[src/rtl/fft_input_loader.sv]
// Input stage of the 4-bank FFT RAM. It takes one frame of N = 4*2^A_BIT complex
// samples from a valid/ready stream and writes them to the banks in bit-reversed order.
module fft_input_loader #(
  parameter int unsigned D_BIT = 17,
  parameter int unsigned A_BIT = 9
) (
  input  logic             iCLK,
  input  logic             iRESET,
  input  logic             iSTART,
  input  logic             iVALID,
  input  logic [D_BIT-1:0] iDATA_RE,
  input  logic [D_BIT-1:0] iDATA_IM,
  output logic             oREADY,
  output logic             oBUSY,
  output logic             oDONE,
  output logic [D_BIT-1:0] oDATA_RE_0,
  output logic [D_BIT-1:0] oDATA_RE_1,
  output logic [D_BIT-1:0] oDATA_RE_2,
  output logic [D_BIT-1:0] oDATA_RE_3,
  output logic [D_BIT-1:0] oDATA_IM_0,
  output logic [D_BIT-1:0] oDATA_IM_1,
  output logic [D_BIT-1:0] oDATA_IM_2,
  output logic [D_BIT-1:0] oDATA_IM_3,
  output logic [A_BIT-1:0] oADDR_WR_0,
  output logic [A_BIT-1:0] oADDR_WR_1,
  output logic [A_BIT-1:0] oADDR_WR_2,
  output logic [A_BIT-1:0] oADDR_WR_3,
  output logic             oWE_0,
  output logic             oWE_1,
  output logic             oWE_2,
  output logic             oWE_3
);

  localparam int unsigned LOG_N = A_BIT + 2;
  localparam int unsigned NBANK = 4;
  localparam logic [LOG_N-1:0] LAST_N = '1;

  typedef enum logic {
    ST_IDLE,
    ST_LOAD
  } state_t;

  state_t           state_q, state_d;
  logic [LOG_N-1:0] n_q, n_d;
  logic             busy_q, busy_d;
  logic             done_q, done_d;
  logic [NBANK-1:0] we_q, we_d;
  logic [A_BIT-1:0] addr_q [NBANK];
  logic [A_BIT-1:0] addr_d [NBANK];
  logic [D_BIT-1:0] re_q   [NBANK];
  logic [D_BIT-1:0] re_d   [NBANK];
  logic [D_BIT-1:0] im_q   [NBANK];
  logic [D_BIT-1:0] im_d   [NBANK];

  logic             accept;
  logic [LOG_N-1:0] rev;
  logic [1:0]       bank;

  // Bit-reversed sample index: low two bits pick the bank, the rest is the address.
  always_comb begin
    rev = '0;
    for (int i = 0; i < LOG_N; i++) begin
      rev[i] = n_q[LOG_N-1-i];
    end
    bank   = rev[1:0];
    accept = iVALID && (state_q == ST_LOAD);
  end

  always_comb begin
    state_d = state_q;
    n_d     = n_q;
    done_d  = 1'b0;
    we_d    = '0;
    for (int k = 0; k < NBANK; k++) begin
      addr_d[k] = addr_q[k];
      re_d[k]   = re_q[k];
      im_d[k]   = im_q[k];
    end

    case (state_q)
      ST_IDLE: begin
        n_d = '0;
        if (iSTART) begin
          state_d = ST_LOAD;
        end
      end
      ST_LOAD: begin
        if (accept) begin
          we_d[bank]   = 1'b1;
          addr_d[bank] = rev[LOG_N-1:2];
          re_d[bank]   = iDATA_RE;
          im_d[bank]   = iDATA_IM;
          // Counter wraps to zero exactly on the last sample of the frame.
          n_d          = n_q + LOG_N'(1);
          if (n_q == LAST_N) begin
            state_d = ST_IDLE;
            done_d  = 1'b1;
          end
        end
      end
      default: begin
        state_d = ST_IDLE;
      end
    endcase

    busy_d = (state_d == ST_LOAD);
  end

  always_ff @(posedge iCLK or posedge iRESET) begin
    if (iRESET) begin
      state_q <= ST_IDLE;
      n_q     <= '0;
      busy_q  <= 1'b0;
      done_q  <= 1'b0;
      we_q    <= '0;
      for (int k = 0; k < NBANK; k++) begin
        addr_q[k] <= '0;
        re_q[k]   <= '0;
        im_q[k]   <= '0;
      end
    end else begin
      state_q <= state_d;
      n_q     <= n_d;
      busy_q  <= busy_d;
      done_q  <= done_d;
      we_q    <= we_d;
      for (int k = 0; k < NBANK; k++) begin
        addr_q[k] <= addr_d[k];
        re_q[k]   <= re_d[k];
        im_q[k]   <= im_d[k];
      end
    end
  end

  assign oREADY     = busy_q;
  assign oBUSY      = busy_q;
  assign oDONE      = done_q;
  assign oWE_0      = we_q[0];
  assign oWE_1      = we_q[1];
  assign oWE_2      = we_q[2];
  assign oWE_3      = we_q[3];
  assign oADDR_WR_0 = addr_q[0];
  assign oADDR_WR_1 = addr_q[1];
  assign oADDR_WR_2 = addr_q[2];
  assign oADDR_WR_3 = addr_q[3];
  assign oDATA_RE_0 = re_q[0];
  assign oDATA_RE_1 = re_q[1];
  assign oDATA_RE_2 = re_q[2];
  assign oDATA_RE_3 = re_q[3];
  assign oDATA_IM_0 = im_q[0];
  assign oDATA_IM_1 = im_q[1];
  assign oDATA_IM_2 = im_q[2];
  assign oDATA_IM_3 = im_q[3];

endmodule

[config.mk]
export PLATFORM = sky130hd
export DESIGN_NAME = fft_input_loader
export DESIGN_NICKNAME = d
export VERILOG_FILES = /design/src/rtl/fft_input_loader.sv
export SDC_FILE = /design/constraint.sdc
export NUM_CORES = 1
export LEC_CHECK = 0
export CORE_MARGIN = 4
export CORE_UTILIZATION = 40
export DETAILED_ROUTE_END_ITERATION = 8
export GPL_TIMING_DRIVEN = 0
export HOLD_SLACK_MARGIN = 0.02
export PLACE_DENSITY = 0.7
export SYNTH_ARGS = -nofsm -noshare
export SYNTH_HDL_FRONTEND = slang
export SYNTH_SLANG_ARGS = --single-unit
export TNS_END_PERCENT = 1
[constraint.sdc]
create_clock -name iCLK -period 5.8 [get_ports iCLK]
set_input_delay 1.16 -clock iCLK [delete_from_list [all_inputs] [get_ports iCLK]]
set_output_delay 1.16 -clock iCLK [all_outputs]
set_load 0.03 [all_outputs]
# After elaboration in Yosys (flattened, before gate mapping)
# Index checks and enable logic that the tools add are counted.
# word_totals
reg_bits,189
inputBits,38
out_inout_bits,179
wordCells,49
# op_classes
addsub,1
magnitude_cmp,4
eq_ne,2
muxes,20
bitwise,2
n_reduce_logical,4
# op_table
cell,n
$bwmux W68,2
$bwmux W36,1
$demux W17 S2,1
$pmux W11 S2,1
$demux W9 S2,1
$mux W17,1
$add A11 B1 Y11 const B,1
$eq A11 B11 Y1 const B,1
$mux W11,1
$mux W9,1
$mux W4,2
$mux W1,7
$ge A3 B3 Y1 const B,1
$logic_and A1 B1 Y1,3
$lt A2 B3 Y1 const B,1
$lt A3 B1 Y1 const B,1
$not A2 Y3,1
$demux W1 S2,1
$ge A2 B1 Y1 const B,1
$ne A2 B1 Y1 const B,1
$pmux W1 S2,1
$reduce_and A2 Y1,1
$not A1 Y1,1

# Logic depth before layout (Yosys ltp)
# depth
depth_word,6
ltp_mapped,6
depth_no_buf,4

# Worst setup path after synthesis
# OpenSTA, ideal clock, no wires.
# synth_path
path_kind,input port to flip-flop
from,input port iVALID
to,register im_q (netlist bit oDATA_IM_0[10])
setup_time_ns,0.125
arrival_ns,2.307
required_time_ns,5.675
slack_ns,3.368
path_stages,5
n_path_buf,2
cell_sequence,buf_4 -> nand2_1 -> nor3_2 -> buf_2 -> mux2_2
# synth_via
elab_chain_len,2
# synth_rtl
element,line,rtl
start: declaration,10,"input logic iVALID,"
$logic_and A1 B1 Y1,66,accept = iVALID && (state_q == ST_LOAD);
$reduce_and A2 Y1 (no line),--,
end signal: indexed assignment,130,im_q[k] <= im_d[k];
end: declaration,52,logic [D_BIT-1:0] im_q [NBANK];
# No other way between the ends.
# A chain may end at the register's enable or synchronous reset.

# Worst setup path after layout
# layout_path
from,"register busy_q, in the netlist oBUSY"
to,output port oREADY
# layout_lines
element,line,rtl
start: declaration,45,"logic busy_q, busy_d;"
start signal: assignment,124,busy_q <= busy_d;
end: declaration,13,"output logic oREADY,"
# No word-level cell between the ends.

==> impl_metrics.yaml <==
route:
  wl_um: 17400
  drtIter0Drc: 186
  drt-wirelength-per-cell_um: 19.0
  drt_pre_antenna_iters: 4
  detail-route-antenna-nets: 0
  vias: 4501
  via_per_inst: 4.91
  drc: 0
die:
  starting_utilization_of_the_core_area_pct: 41.0
  boundaryPins: 217
  die_x_um: 142
  chip_height_um: 142
  placement_rows: 48
  placeableCoreArea_mm2: 0.0174
  die-area_mm2: 0.0200
global_routing:
  grt_antenna_before_repair: 0
  grt_util_met1_pct: 21.3
  first_global_vias: 4958
  global_route.usage.met3_pct: 6.61
  grt_start_max_net_pins: 42
  grt_pass1_wl_um: 27800
  globalRoute.busiestLayer: "met2"
  grt_overflow_total: 0
  gr-usage-all-layers_pct: 17.8
  globalRouteMet2Util_pct: 30.4
hold_path:
  timing.hold.worst_path_depth: 2
  hold_path_class: "reg2reg"
  hold_path_startpoint: "oADDR_WR_1[2]"
  whs_endpoint: "oADDR_WR_1[2]"
clock_network:
  cts_buffers: 17
  hold_bufs_at_cts: 0
  clock_path_buffers: 2
  cts.repair.resized: 0
  clk_transition_reported_paths_ps: 60
  post_cts_buffers: 0
  clock_sinks: 189
  latest_clock_arrival_within_the_worst_skew_pair_ps: 420
  tritoncts: "yes"
  clock_tree_root_driver_cell: "clkbuf_16"
  cts.htree.levels: 4
finish:
  antenna_cells: 0
  final_layout_size_suffix_gt1_share_pct: 33.3
  syn_to_final_growth_pct: 44.3
  design_area_mm2: 0.0103
  finish.net_count: 717
place:
  placed_cell_area_mm2: 0.00967
  gp_congestion: 0.769
  hpwlAfterDp_um: 12700
  dp_slack_ps: 2830
  io_buffers: 215
synthesis:
  async_reset_ff_share_pct: 100
  synth_largest_type_area_fraction_pct: 66.3
  synth_edf_count: 0
  synth_top_cells_by_area: "dfrtp_1 (66%), mux2_2 (26%), buf_2 (0.91%)"
  synth.largest_area_cell: "dfrtp_1"
  synth_seq_area_share_pct: 66.3
  yosys.cell_count.top_type: "dfrtp_1"
  top_cells_by_count_synth: "dfrtp_1 (189), mux2_2 (167), buf_2 (13)"
  yosys_register_bits: 189
  syn-mean-instance-area_um2: 16.2
  net_count_after_synthesis: 478
  netlist_area_mm2: 0.00713
  yosys_warnings: 0
  synthCells: 439
  synth.lib_cells_used.distinct: 27
  ys_dominant_reg_cell: "dfrtp_1"
worst_setup_path:
  worst-r2r-setup-slack_ps: 3710
  worst-endpoint-required_ps: 4640
  worstReg2RegEnd: "oDATA_IM_0[15]"
  timing.reg2reg.worst_path_depth: 4
  timing.critical_path.to_type: "output port"
  crit_fanout: 7
  classification_of_the_worst_setup_path: "reg2out"
  crit-reg2reg-launch: "oBUSY"
  worstSetupStartpointType: "flip-flop"
  arrival_time_of_data_at_the_critical_path_endpoint_ps: 1730
sta:
  final_max_slew_viol_count: 0
  final_sum_of_negative_setup_slack_ps: 0
  worst_clock_skew_ps: 8.80
  min_period_ps: 2890
  worst_pin_slew_ps: 681
  slew_headroom_pct: 54.4
  final.setup.worst_slack_ps: 2910
  achievable-frequency_mhz: 346
  final.period_utilization_pct: 49.8
  finalHoldViolations: 0
  setup_viol: 0
  final.hold.worst_slack_ps: 489
  setup_repair_after_global_routing_missed_its_margin: "no"
status:
  result_of_the_run: "finished, final reports clean"
power:
  totalPowerFinal_mw: 3.67
  powerDensity_mw_per_mm2: 357
  worst_ir_drop_vdd_mv: 0.339
  static-leakage-power_nw: 4.69
flow_run:
  max_cap_violations: 0
report_power, final:
group          internal [mW]  switching [mW]  total, mW
clock                  0.717           0.504       1.22
combinational          0.391           0.492      0.883
sequential              1.47          0.0953       1.57
total                   2.58            1.09       3.67
stage by stage:
step           utilization, %  std cells
2_1_floorplan               -        439
3_3_place_gp             54.9        879
3_5_place_dp             55.5        884
4_1_cts                  59.1        916
5_1_grt                  59.1        916
6_report                 59.1        916
state kept, by name (all words and copies together) (netlist names):
register and flops:
oDATA_RE_0 17, n_q 11, oDATA_RE_2 17, oADDR_WR_0 9, oDATA_IM_1 17, we_q 4
oDATA_RE_3 17, oDATA_IM_3 17, oDATA_IM_0 17, oBUSY 1, oDONE 1, oDATA_RE_1 17
oADDR_WR_2 9, oADDR_WR_1 9, oDATA_IM_2 17, oADDR_WR_3 9
routing by layer:
layer,vias to the layer above,part of all wire [%],wire length (um)
met2,140,51,8860
li1,2032,-,-
met5,-,0,0
met4,0,1.1,196
met3,14,7.7,1340
met1,2315,40,6990
critical path: stages, from the launching register on:
cell and delay (ps):
dfrtp_1 500, buf_4 160, clkdlybuf4s50_1 660
logic make-up (layout without fill, tap and decap cells):
group / after synthesis / after routing / share of synthesized area, %
flops: 189 / 189 / 66.3
mux: 171 / 171 / 27.1
buf+inv: 31 / 283 / 2.49
simple gates: 30 / 30 / 2.33
compound gates: 13 / 13 / 1.07
xor+xnor: 4 / 4 / 0.491
fa+ha+maj: 1 / 1 / 0.175
worst max-delay path by stage:
stage                     depth (start not counted)  slack [ps]             to  startpoint
after floorplan                                   1        2210         n_q[0]      iRESET
after global placement                            2         910  oDATA_RE_2[1]      iRESET
after detailed placement                          5        2830  oDATA_RE_0[2]      iVALID
after CTS                                         2        2890         oREADY       oBUSY
after global routing                              2        2850         oREADY       oBUSY
final                                             2        2910         oREADY       oBUSY
placed cells by master, fill, tap and decap left out, drive strengths merged, types with 2 or more instances in the layout:
master and n:
mux2 170, a21oi 5, or3 3, nor2 7, xor2 3, inv 10, clkbuf 23, bufinv 3
buf 25, nand3 3, o31ai 3, nand4 3, o21ai 4, dfrtp 189, clkdlybuf4s50 215, clkinv 5
nand2 7, clkinvlp 2, or4 3
layout make-up:
cell class | count | area [um2]
Clock buffer | 20 | 467
Tap cell | 225 | 282
Timing Repair Buffer | 220 | 2250
Buffer | 23 | 148
Clock inverter | 12 | 156
Fill cell | 1385 | 7120
Multi-Input combinational cell | 219 | 2230
Inverter | 8 | 33.8
Sequential cell | 189 | 4730
(Power assumes the default switching activity.)
